<file path="src/rtl/axi_dma_pkg.sv">
// Shared constants and helpers for the DMA datapath blocks.
package axi_dma_pkg;

  // Default data word width of the DMA datapath.
  localparam int DMA_DATA_W = 32;

  // Address width needed to index a buffer of the given depth (at least one bit).
  function automatic int fifo_addr_w(input int depth);
    return (depth <= 2) ? 1 : $clog2(depth);
  endfunction

endpackage

</file>
<file path="src/rtl/fifo_ram_2p.sv">
// Register-array storage: one synchronous write port, one asynchronous read port.
module fifo_ram_2p
  import axi_dma_pkg::*;
#(
  parameter int DATA_W = DMA_DATA_W,
  parameter int DEPTH  = 16,
  parameter int ADDR_W = fifo_addr_w(DEPTH)
) (
  input  logic              i_clk,
  input  logic              i_we,
  input  logic [ADDR_W-1:0] i_waddr,
  input  logic [DATA_W-1:0] i_wdata,
  input  logic [ADDR_W-1:0] i_raddr,
  output logic [DATA_W-1:0] o_rdata
);

  logic [DATA_W-1:0] mem [DEPTH];

  // Store the incoming word; contents are deliberately left unreset.
  always_ff @(posedge i_clk) begin
    if (i_we) begin
      mem[i_waddr] <= i_wdata;
    end
  end

  assign o_rdata = mem[i_raddr];

endmodule

</file>
<file path="src/rtl/axi_fifo_fwft.sv">
// First-word-fall-through FIFO with valid/ready on both sides, fill level,
// almost-full/almost-empty flags and synchronous flush.
module axi_fifo_fwft
  import axi_dma_pkg::*;
#(
  parameter int DATA_W    = DMA_DATA_W,
  parameter int DEPTH     = 16,
  parameter int AF_MARGIN = 2,
  parameter int AE_MARGIN = 2
) (
  input  logic                       i_clk,
  input  logic                       i_rst_n,
  input  logic                       i_flush,
  input  logic                       i_s_valid,
  output logic                       o_s_ready,
  input  logic [DATA_W-1:0]          i_s_data,
  output logic                       o_m_valid,
  input  logic                       i_m_ready,
  output logic [DATA_W-1:0]          o_m_data,
  output logic [$clog2(DEPTH):0]     o_count,
  output logic                       o_almost_full,
  output logic                       o_almost_empty
);

  localparam int ADDR_W = fifo_addr_w(DEPTH);

  // Pointers carry one extra wrap bit so full and empty are distinguishable.
  typedef logic [ADDR_W:0] fifo_ptr_t;

  localparam fifo_ptr_t AF_LEVEL = fifo_ptr_t'(DEPTH - AF_MARGIN);
  localparam fifo_ptr_t AE_LEVEL = fifo_ptr_t'(AE_MARGIN);

  if ((DEPTH < 2) || ((DEPTH & (DEPTH - 1)) != 0)) begin : g_bad_depth
    $error("axi_fifo_fwft: DEPTH must be a power of two and at least 2");
  end

  fifo_ptr_t wr_ptr;
  fifo_ptr_t rd_ptr;
  fifo_ptr_t count;
  logic      rst_done;
  logic      full;
  logic      empty;
  logic      push;
  logic      pop;
  logic      wr_en;

  assign empty = (wr_ptr == rd_ptr);
  assign full  = (wr_ptr[ADDR_W-1:0] == rd_ptr[ADDR_W-1:0]) &&
                 (wr_ptr[ADDR_W] != rd_ptr[ADDR_W]);
  assign count = wr_ptr - rd_ptr;

  assign o_s_ready = rst_done & ~full;
  assign o_m_valid = ~empty;
  assign push      = i_s_valid & o_s_ready;
  assign pop       = o_m_valid & i_m_ready;
  // A push coinciding with flush is discarded, so it must not touch storage.
  assign wr_en     = push & ~i_flush;

  assign o_count        = count;
  assign o_almost_full  = (count >= AF_LEVEL);
  assign o_almost_empty = (count <= AE_LEVEL);

  // Advance pointers on handshakes; flush clears them and overrides both sides.
  always_ff @(posedge i_clk or negedge i_rst_n) begin
    if (!i_rst_n) begin
      wr_ptr   <= '0;
      rd_ptr   <= '0;
      rst_done <= 1'b0;
    end else begin
      rst_done <= 1'b1;
      if (i_flush) begin
        wr_ptr <= '0;
        rd_ptr <= '0;
      end else begin
        if (push) begin
          wr_ptr <= wr_ptr + 1'b1;
        end
        if (pop) begin
          rd_ptr <= rd_ptr + 1'b1;
        end
      end
    end
  end

  fifo_ram_2p #(
    .DATA_W (DATA_W),
    .DEPTH  (DEPTH),
    .ADDR_W (ADDR_W)
  ) u_ram (
    .i_clk   (i_clk),
    .i_we    (wr_en),
    .i_waddr (wr_ptr[ADDR_W-1:0]),
    .i_wdata (i_s_data),
    .i_raddr (rd_ptr[ADDR_W-1:0]),
    .o_rdata (o_m_data)
  );

  a_no_push_full: assert property (@(posedge i_clk) disable iff (!i_rst_n) push |-> !full);
  a_no_pop_empty: assert property (@(posedge i_clk) disable iff (!i_rst_n) pop |-> !empty);
  a_count_range:  assert property (@(posedge i_clk) disable iff (!i_rst_n) count <= fifo_ptr_t'(DEPTH));

endmodule

</file>
<file path="config.mk">
export PLATFORM = sky130hd
export DESIGN_NAME = axi_fifo_fwft
export DESIGN_NICKNAME = d
export VERILOG_FILES = /design/src/rtl/axi_dma_pkg.sv /design/src/rtl/fifo_ram_2p.sv /design/src/rtl/axi_fifo_fwft.sv
export SDC_FILE = /design/constraint.sdc
export NUM_CORES = 1
export LEC_CHECK = 0
export ABC_AREA = 1
export BUFFER_PORTS_ARGS = -buffer_cell sky130_fd_sc_hd__buf_4
export CORE_MARGIN = 10
export CORE_UTILIZATION = 50
export DETAILED_ROUTE_END_ITERATION = 10
export PLACE_DENSITY = 0.66
export SYNTH_ARGS = -nofsm -noshare
export SYNTH_HDL_FRONTEND = slang
export SYNTH_HIERARCHICAL = 1
export SYNTH_SLANG_ARGS = --single-unit
export TNS_END_PERCENT = 50
</file>
<file path="constraint.sdc">
create_clock -name i_clk -period 3.8 [get_ports i_clk]
set_clock_uncertainty 0.15 [all_clocks]
set_input_delay 0.19 -clock i_clk [delete_from_list [all_inputs] [get_ports i_clk]]
set_output_delay 0.19 -clock i_clk [all_outputs]
set_load 0.01 [all_outputs]
</file>
==> parameters.txt, run 1 <==
Parameter                              Value

Logic synthesis
  Share of synthesized area spent on multiplexers    0
  Unique masters post-synth    28
  Synthesis warning total    6
  Adder-cell share of the synthesized area    0.004141
  Synthesized instance count    2203
  Syn_nets    2247
  Flip-flop and latch count after synthesis    523
  Post-Synthesis Mean Instance Area    10.42 um^2
  Synthesized cell area    22960 um^2
  Main combinational cell family by area after synthesis    simple AND/OR/NAND/NOR gates
  Seq/Total Area, Yosys    0.6816
  Synth Area in Compound Gates    0.0007629
  Area share of and/or/nand/nor cells after synthesis    0.2128
  Xor/xnor share of the synthesized area    0.003433

STA
  Final setup violation count    0
  Max Slew Vio Count    0
  Count of final hold-check violations    0
  Worst rel slew slack    0.2455
  Setup repair after global routing missed its margin    false
  Period Utilization, post-route    0.9571
  Transition at the pin with the smallest max-transition slack    1132 ps
  Total Neg Setup Slack    0 ps
  Highest Clock Rate    274.9 MHz
  Crit path time final    3637 ps

Power and ir drop
  Clock group share of total power    0.362
  Total power per unit cell area    543.2 nW/um^2
  Flop pwr share    0.451
  Power share of the combinational group    0.188
  Leakage power figure    11.15 nW
  Worst VDD drop    0.3282 mV
  Reported net switching power    3.936 mW
  Share of total power consumed by net switching    0.2768
  Cell internal pwr    10.28 mW

Worst setup path
  Category of the critical setup timing path    register to output port
  Number of cell instances on the worst register-to-register path    10
  Arrival @ worst endpoint    3300 ps
  Kind of end point of the critical path    output port
  Largest driver fanout on the critical path    188
  Critical path data required time    3460 ps
  Startpoint class of the critical path    register

Route
  Detailed router's first-iteration violation count    1272
  Number of nets with antenna violations after routing    0
  Average detailed-routed wire length per instance    17.93 um
  Remaining routing DRC violations    0
  Drt pass-1 iters    5
  Post-detailed-routing wire length    52880 um
  Via Count    15150
  Vias per std cell    5.138

Global route
  GRT Overall Usage    0.1961
  First-pass GRT wire length    84330 um
  Number of global-route vias before repair    15260
  Pin count of the biggest net entering global routing    189
  Grt total ovfl    0
  Initial antenna violation count    0

Clocking
  H-Tree Depth    2
  Insertion delay of the later-clocked pin in the worst-skew pair    600 ps
  Clk sink count    523
  Post-CTS Setup Inserts    0
  Number of buffers created by CTS    55
  Clock Root Buffer    sky130_fd_sc_hd__clkbuf_16
  Clock slew at the register clock pins of the worst setup and hold paths    60 ps
  Number of buffers on the longest clock path    3
  Clock tree from TritonCTS    yes

Min path
  Number of cells on the worst hold path    2
  Min-delay worst type    input pin to register

Final layout
  Post-Route Utilization    0.5768
  Filler cell count in the final layout    3755
  Fraction of layout instances using a drive strength above 1    0.09664
  Synth-to-Final Area Change    13.99%
  Final-stage net count    2350
  Sequential cell area in the final layout    15660 um^2
  Footprint of the multi-input gates    5201 um^2
  N_diodes    0

Placement
  Total half-perimeter wirelength after legalization and detailed placement    28240 um
  Final Wtd Congestion    0.8059
  IO Port Bufs    77

Outcome
  Run status    complete, no violations

Floorplan
  Full die area    54900 um^2
  Starting Density    0.5060
  Chip height    234.3 um
  Width of the die    234.3 um
  Core Footprint    45380 um^2
  Placement Rows    78
  Ports placed on the boundary    78

Flow run
  Reported max-cap violation count    0
-- repair_timing --
item | CTS | global route
endpoints found under the hold margin | 533 | 0
resized for setup | 0 | 1
hold buffers | 37 | 0
endpoints found under the setup margin | 0 | 17
-- worst paths after layout --
kind / start / end / slack [ps]
max in group asynchronous: i_rst_n / rd_ptr[1]$_DFFE_PN0P_ / 2620
setup / recovery: rd_ptr[0]$_DFFE_PN0P_ / o_m_data[7] / 160
hold reg to reg: rd_ptr[4]$_DFFE_PN0P_ / rd_ptr[4]$_DFFE_PN0P_ / 420
min in group asynchronous: i_rst_n / rd_ptr[4]$_DFFE_PN0P_ / 480
hold / removal: i_s_data[17] / u_ram/mem[1][17]$_DFFE_PP_ / 290
setup reg to reg: wr_ptr[0]$_DFFE_PN0P_ / u_ram/mem[12][21]$_DFFE_PP_ / 710
-- metrics by stage --
stage          cell area, um^2  hold WS, ps  power, mW  instances  setup WS, ps
6_report                 26170        292.7      14.22       2949         162.9
5_1_grt                  26170        305.1      14.89       2949         1.090
4_1_cts                  26170        260.2      14.33       2949         130.1
3_5_place_dp             24080       -113.6      9.174       2812         722.2
3_3_place_gp             24080       -116.1      9.128       2812         767.0
2_1_floorplan            22960       -255.6      8.432       2203         353.5
-- placed cells by master (no fill, tap or decap), types with 3 or more instances in the layout --
cell type                       instances
sky130_fd_sc_hd__xor2_1                 8
sky130_fd_sc_hd__clkbuf_16             57
sky130_fd_sc_hd__nand4_1                3
sky130_fd_sc_hd__nor2_1                12
sky130_fd_sc_hd__bufinv_16              4
sky130_fd_sc_hd__buf_4                110
sky130_fd_sc_hd__nand2_4                3
sky130_fd_sc_hd__dlygate4sd3_1         37
sky130_fd_sc_hd__clkinv_2              17
sky130_fd_sc_hd__nand2_1              704
sky130_fd_sc_hd__nand3_1              403
sky130_fd_sc_hd__dfrtp_1                7
sky130_fd_sc_hd__buf_12                 5
sky130_fd_sc_hd__clkbuf_1               9
sky130_fd_sc_hd__inv_1                399
sky130_fd_sc_hd__nor2_4                17
sky130_fd_sc_hd__inv_2                  3
sky130_fd_sc_hd__clkinv_1              13
sky130_fd_sc_hd__ha_1                   6
sky130_fd_sc_hd__edfxtp_1             512
sky130_fd_sc_hd__nand2_2                3
-- logic make-up (layout without fill, tap and decap cells) --
kind of cell / count (synthesis) / in the layout
compound gates: 3 / 3
xor+xnor: 9 / 9
fa+ha+maj: 7 / 7
buf+inv: 511 / 657
flops: 523 / 523
other cells: 1 / 1
simple gates: 1149 / 1149
-- cells in the mapped netlist --
library cell | instances | share of area
sky130_fd_sc_hd__fa_1 | 1 | 0.00087
sky130_fd_sc_hd__edfxtp_1 | 512 | 0.67
sky130_fd_sc_hd__nand3b_1 | 2 | 0.00065
sky130_fd_sc_hd__xor2_1 | 8 | 0.0031
sky130_fd_sc_hd__ha_1 | 6 | 0.0033
sky130_fd_sc_hd__a21oi_1 | 2 | 0.00044
sky130_fd_sc_hd__nand2_4 | 3 | 0.0015
sky130_fd_sc_hd__nand2_1 | 704 | 0.12
sky130_fd_sc_hd__and2_1 | 1 | 0.00027
sky130_fd_sc_hd__inv_4 | 1 | 0.00027
sky130_fd_sc_hd__a21boi_0 | 1 | 0.00033
sky130_fd_sc_hd__nand4_1 | 3 | 0.00082
sky130_fd_sc_hd__nand3_4 | 1 | 0.00076
sky130_fd_sc_hd__xnor2_1 | 1 | 0.00038
sky130_fd_sc_hd__buf_4 | 6 | 0.0020
sky130_fd_sc_hd__nand3_1 | 403 | 0.088
sky130_fd_sc_hd__buf_12 | 1 | 0.00087
sky130_fd_sc_hd__inv_1 | 401 | 0.066
sky130_fd_sc_hd__nand2_2 | 3 | 0.00082
sky130_fd_sc_hd__buf_2 | 43 | 0.0094
sky130_fd_sc_hd__clkbuf_1 | 14 | 0.0023
sky130_fd_sc_hd__nor2_1 | 28 | 0.0046
sky130_fd_sc_hd__buf_1 | 14 | 0.0023
sky130_fd_sc_hd__conb_1 | 1 | 0.00016
sky130_fd_sc_hd__buf_6 | 29 | 0.014
sky130_fd_sc_hd__dfrtp_1 | 11 | 0.012
sky130_fd_sc_hd__inv_2 | 2 | 0.00033
sky130_fd_sc_hd__nor2_4 | 1 | 0.00049
-- per-layer routing --
metal / global-route usage / up-vias / part of all wire
li1: - / 7307 / -
met1: 0.2589 / 7248 / 0.42
met2: 0.3291 / 506 / 0.49
met3: 0.02514 / 92 / 0.059
met4: 0.06930 / 0 / 0.027
met5: 0 / - / 0
-- power groups by stage --
| stage | Sequential (mW) | Combinational (mW) | Clock (mW) |
|---|---|---|---|
| after floorplan | 6.53 | 1.90 | 0 |
| after CTS | 6.41 | 2.69 | 5.23 |
| final | 6.41 | 2.67 | 5.14 |
| after global routing | 6.41 | 3.00 | 5.48 |
| after detailed placement | 6.53 | 2.64 | 0 |
| after global placement | 6.53 | 2.60 | 0 |
-- critical path, stage by stage (launching register included) --
cell and delay (ps):
sky130_fd_sc_hd__dfrtp_4 440, sky130_fd_sc_hd__buf_4 650, sky130_fd_sc_hd__buf_16 600, sky130_fd_sc_hd__nand2_1 130, sky130_fd_sc_hd__nand2_1 120, sky130_fd_sc_hd__nand2_1 50
sky130_fd_sc_hd__nand3_1 120, sky130_fd_sc_hd__nand3_1 80, sky130_fd_sc_hd__nand2_1 150, sky130_fd_sc_hd__buf_4 150
-- registers in the layout (all words and copies together) (netlist names) --
register,flops
u_ram/mem,512
wr_ptr,5
rd_ptr,5
rst_done,1
-- area by class of cell --
class	instances	share of cell area
clock inverter	34	0.009704
sequential	523	0.5983
tap	600	0.02868
inverter	404	0.05822
timing repair buffer	153	0.05058
clock buffer	66	0.05579
multi-input combinational	1169	0.1987
No activity file was read; power rests on OpenSTA's default activity.
==> run 2, diff against run 1 <==
- REMOVE_ABC_BUFFERS: default -> 1
==> parameters.txt, run 2 (synthesis results as in run 1) <==
Parameter                              Value

Route
  Vias per std cell    5.223
  Average detailed-routed wire length per instance    18.79 um
  Via Count    15400
  Detailed router's first-iteration violation count    1561
  Number of nets with antenna violations after routing    0
  Post-detailed-routing wire length    55420 um
  Drt pass-1 iters    5
  Remaining routing DRC violations    0

Placement
  Dpl ws    735.0 ps
  IO Port Bufs    77
  Total half-perimeter wirelength after legalization and detailed placement    28930 um
  Final Wtd Congestion    0.7664

Clocking
  H-Tree Depth    2
  Clock tree from TritonCTS    yes
  Number of buffers on the longest clock path    3
  Post-CTS Setup Inserts    0
  Clk sink count    523
  Number of buffers created by CTS    53
  Clock Root Buffer    sky130_fd_sc_hd__clkbuf_16
  # resized after CTS    0
  Clock slew at the register clock pins of the worst setup and hold paths    60 ps
  Insertion delay of the later-clocked pin in the worst-skew pair    580 ps

Final layout
  Largest Register    u_ram/mem
  Commonest non-fill, non-tap cell in the layout    sky130_fd_sc_hd__nand2_1
  Largest registers    u_ram/mem: 512 flops, rd_ptr: 5 flops, wr_ptr: 5 flops
  Fraction of layout instances using a drive strength above 1    0.09672
  Final-stage net count    2351
  Most frequent cells in the layout    sky130_fd_sc_hd__nand2_1, sky130_fd_sc_hd__edfxtp_1, sky130_fd_sc_hd__nand3_1, sky130_fd_sc_hd__inv_1, sky130_fd_sc_hd__buf_4
  Synth-to-Final Area Change    14.66%
  Largest register FFs    512
  Filler cell count in the final layout    3699

Floorplan
  Core Footprint    45380 um^2
  Full die area    54900 um^2
  Chip height    234.3 um
  Starting Density    0.5060
  Width of the die    234.3 um
  Ports placed on the boundary    78
  Placement Rows    78

STA
  Final setup violation count    0
  Crit path time final    3641 ps
  Count of final hold-check violations    0
  Setup repair after global routing missed its margin    false
  Final worst slack    158.9 ps
  Worst rel slew slack    0.1907
  Period Utilization, post-route    0.9582
  Highest Clock Rate    274.6 MHz
  Max Slew Vio Count    0
  Transition at the pin with the smallest max-transition slack    1214 ps

Global route
  Pin count of the biggest net entering global routing    131
  First-pass GRT wire length    85420 um
  Number of global-route vias before repair    15080
  Grt total ovfl    0
  GRT Overall Usage    0.2021
  Initial antenna violation count    2

Power and ir drop
  Worst VDD drop    0.3448 mV
  Total power per unit cell area    547.5 nW/um^2
  Leakage power figure    11.20 nW
  Pwr Total    14.42 mW

Min path
  Source of the worst hold timing path    i_s_data[21]
  Number of cells on the worst hold path    2
  Min-delay worst type    input pin to register
  Worst-case hold path end point    u_ram/mem[8][21]$_DFFE_PP_

Outcome
  Run status    complete, no violations

Worst setup path
  Launching point of the worst reg2reg path    wr_ptr[0]$_DFFE_PN0P_
  Launch point of the critical path    rd_ptr[1]$_DFFE_PN0P_
  Critical path data required time    3460 ps
  Arrival @ worst endpoint    3300 ps
  Category of the critical setup timing path    register to output port
  Critical register-to-register path endpoint    u_ram/mem[10][17]$_DFFE_PP_
  Largest driver fanout on the critical path    82
  Startpoint class of the critical path    register
  Setup slack on the worst flop-to-flop path    710 ps
  Kind of end point of the critical path    output port
  Number of cell instances on the worst register-to-register path    10

Flow run
  Reported max-cap violation count    0
==> run 2: worst max-delay path, stage by stage, from the launching register on <==
cell and delay (ps):
sky130_fd_sc_hd__dfrtp_4 400, sky130_fd_sc_hd__buf_4 550, sky130_fd_sc_hd__buf_4 960, sky130_fd_sc_hd__nand3_1 160, sky130_fd_sc_hd__nand3_1 130, sky130_fd_sc_hd__nand3_1 90
sky130_fd_sc_hd__nand2_1 220, sky130_fd_sc_hd__buf_4 160
==> run 2: area by class of cell <==
type                            count  area, um^2  area share
Clock inverter                     32       355.3     0.01350
Multi-Input combinational cell   1169        5201      0.1975
Tap cell                          600       750.7     0.02851
Inverter                          404        1524     0.05788
Antenna cell                        2       5.005   0.0001901
Timing Repair Buffer              156        1426     0.05417
Sequential cell                   523       15660      0.5948
Clock buffer                       63        1406     0.05341
==> run 2: worst max-delay path by stage <==
stage / to / slack (ps) / cells after the start
2_1_floorplan: o_m_data[30] / -3960 / 6
3_3_place_gp: u_ram/mem[10][16]$_DFFE_PP_ / 770 / 10
3_5_place_dp: u_ram/mem[10][1]$_DFFE_PP_ / 730 / 10
4_1_cts: o_m_data[28] / 180 / 7
5_1_grt: o_m_data[28] / 30 / 7
6_report: o_m_data[28] / 160 / 7
==> run 2: what timing repair did <==
item,4_1_cts,5_1_grt
endpoints found under the hold margin,533,0
setup endpoints to repair,0,0
hold buffers,37,0
==> run 2: where the power goes <==
group          switching [mW]  leakage, nW  internal [mW]
clock network            2.13        0.863           3.17
logic                    1.81         5.58          0.906
registers              0.0190         4.75           6.38
total                    3.96         11.2           10.5
==> run 2: layer usage <==
layer	track usage	up-vias	routed length, um
li1	-	7316	-
met1	0.2690	7353	23030
met2	0.3298	622	26260
met3	0.03408	110	4451
met4	0.07390	2	1662
met5	0	-	13
==> run 2: through the flow <==
stage | hold WS [ps] | std cells | utilization | instance area (um^2) | setup TNS, ps
finish | 292.3 | 2949 | 0.5802 | 26330 | 0
CTS | 255.2 | 2947 | 0.5801 | 26320 | 0
floorplan | -255.6 | 2096 | - | 22250 | -2073950
global route | 310.9 | 2948 | 0.5801 | 26330 | 0
detailed placement | -108.6 | 2815 | 0.5331 | 24190 | 0
global placement | -110.8 | 2815 | 0.5331 | 24190 | 0
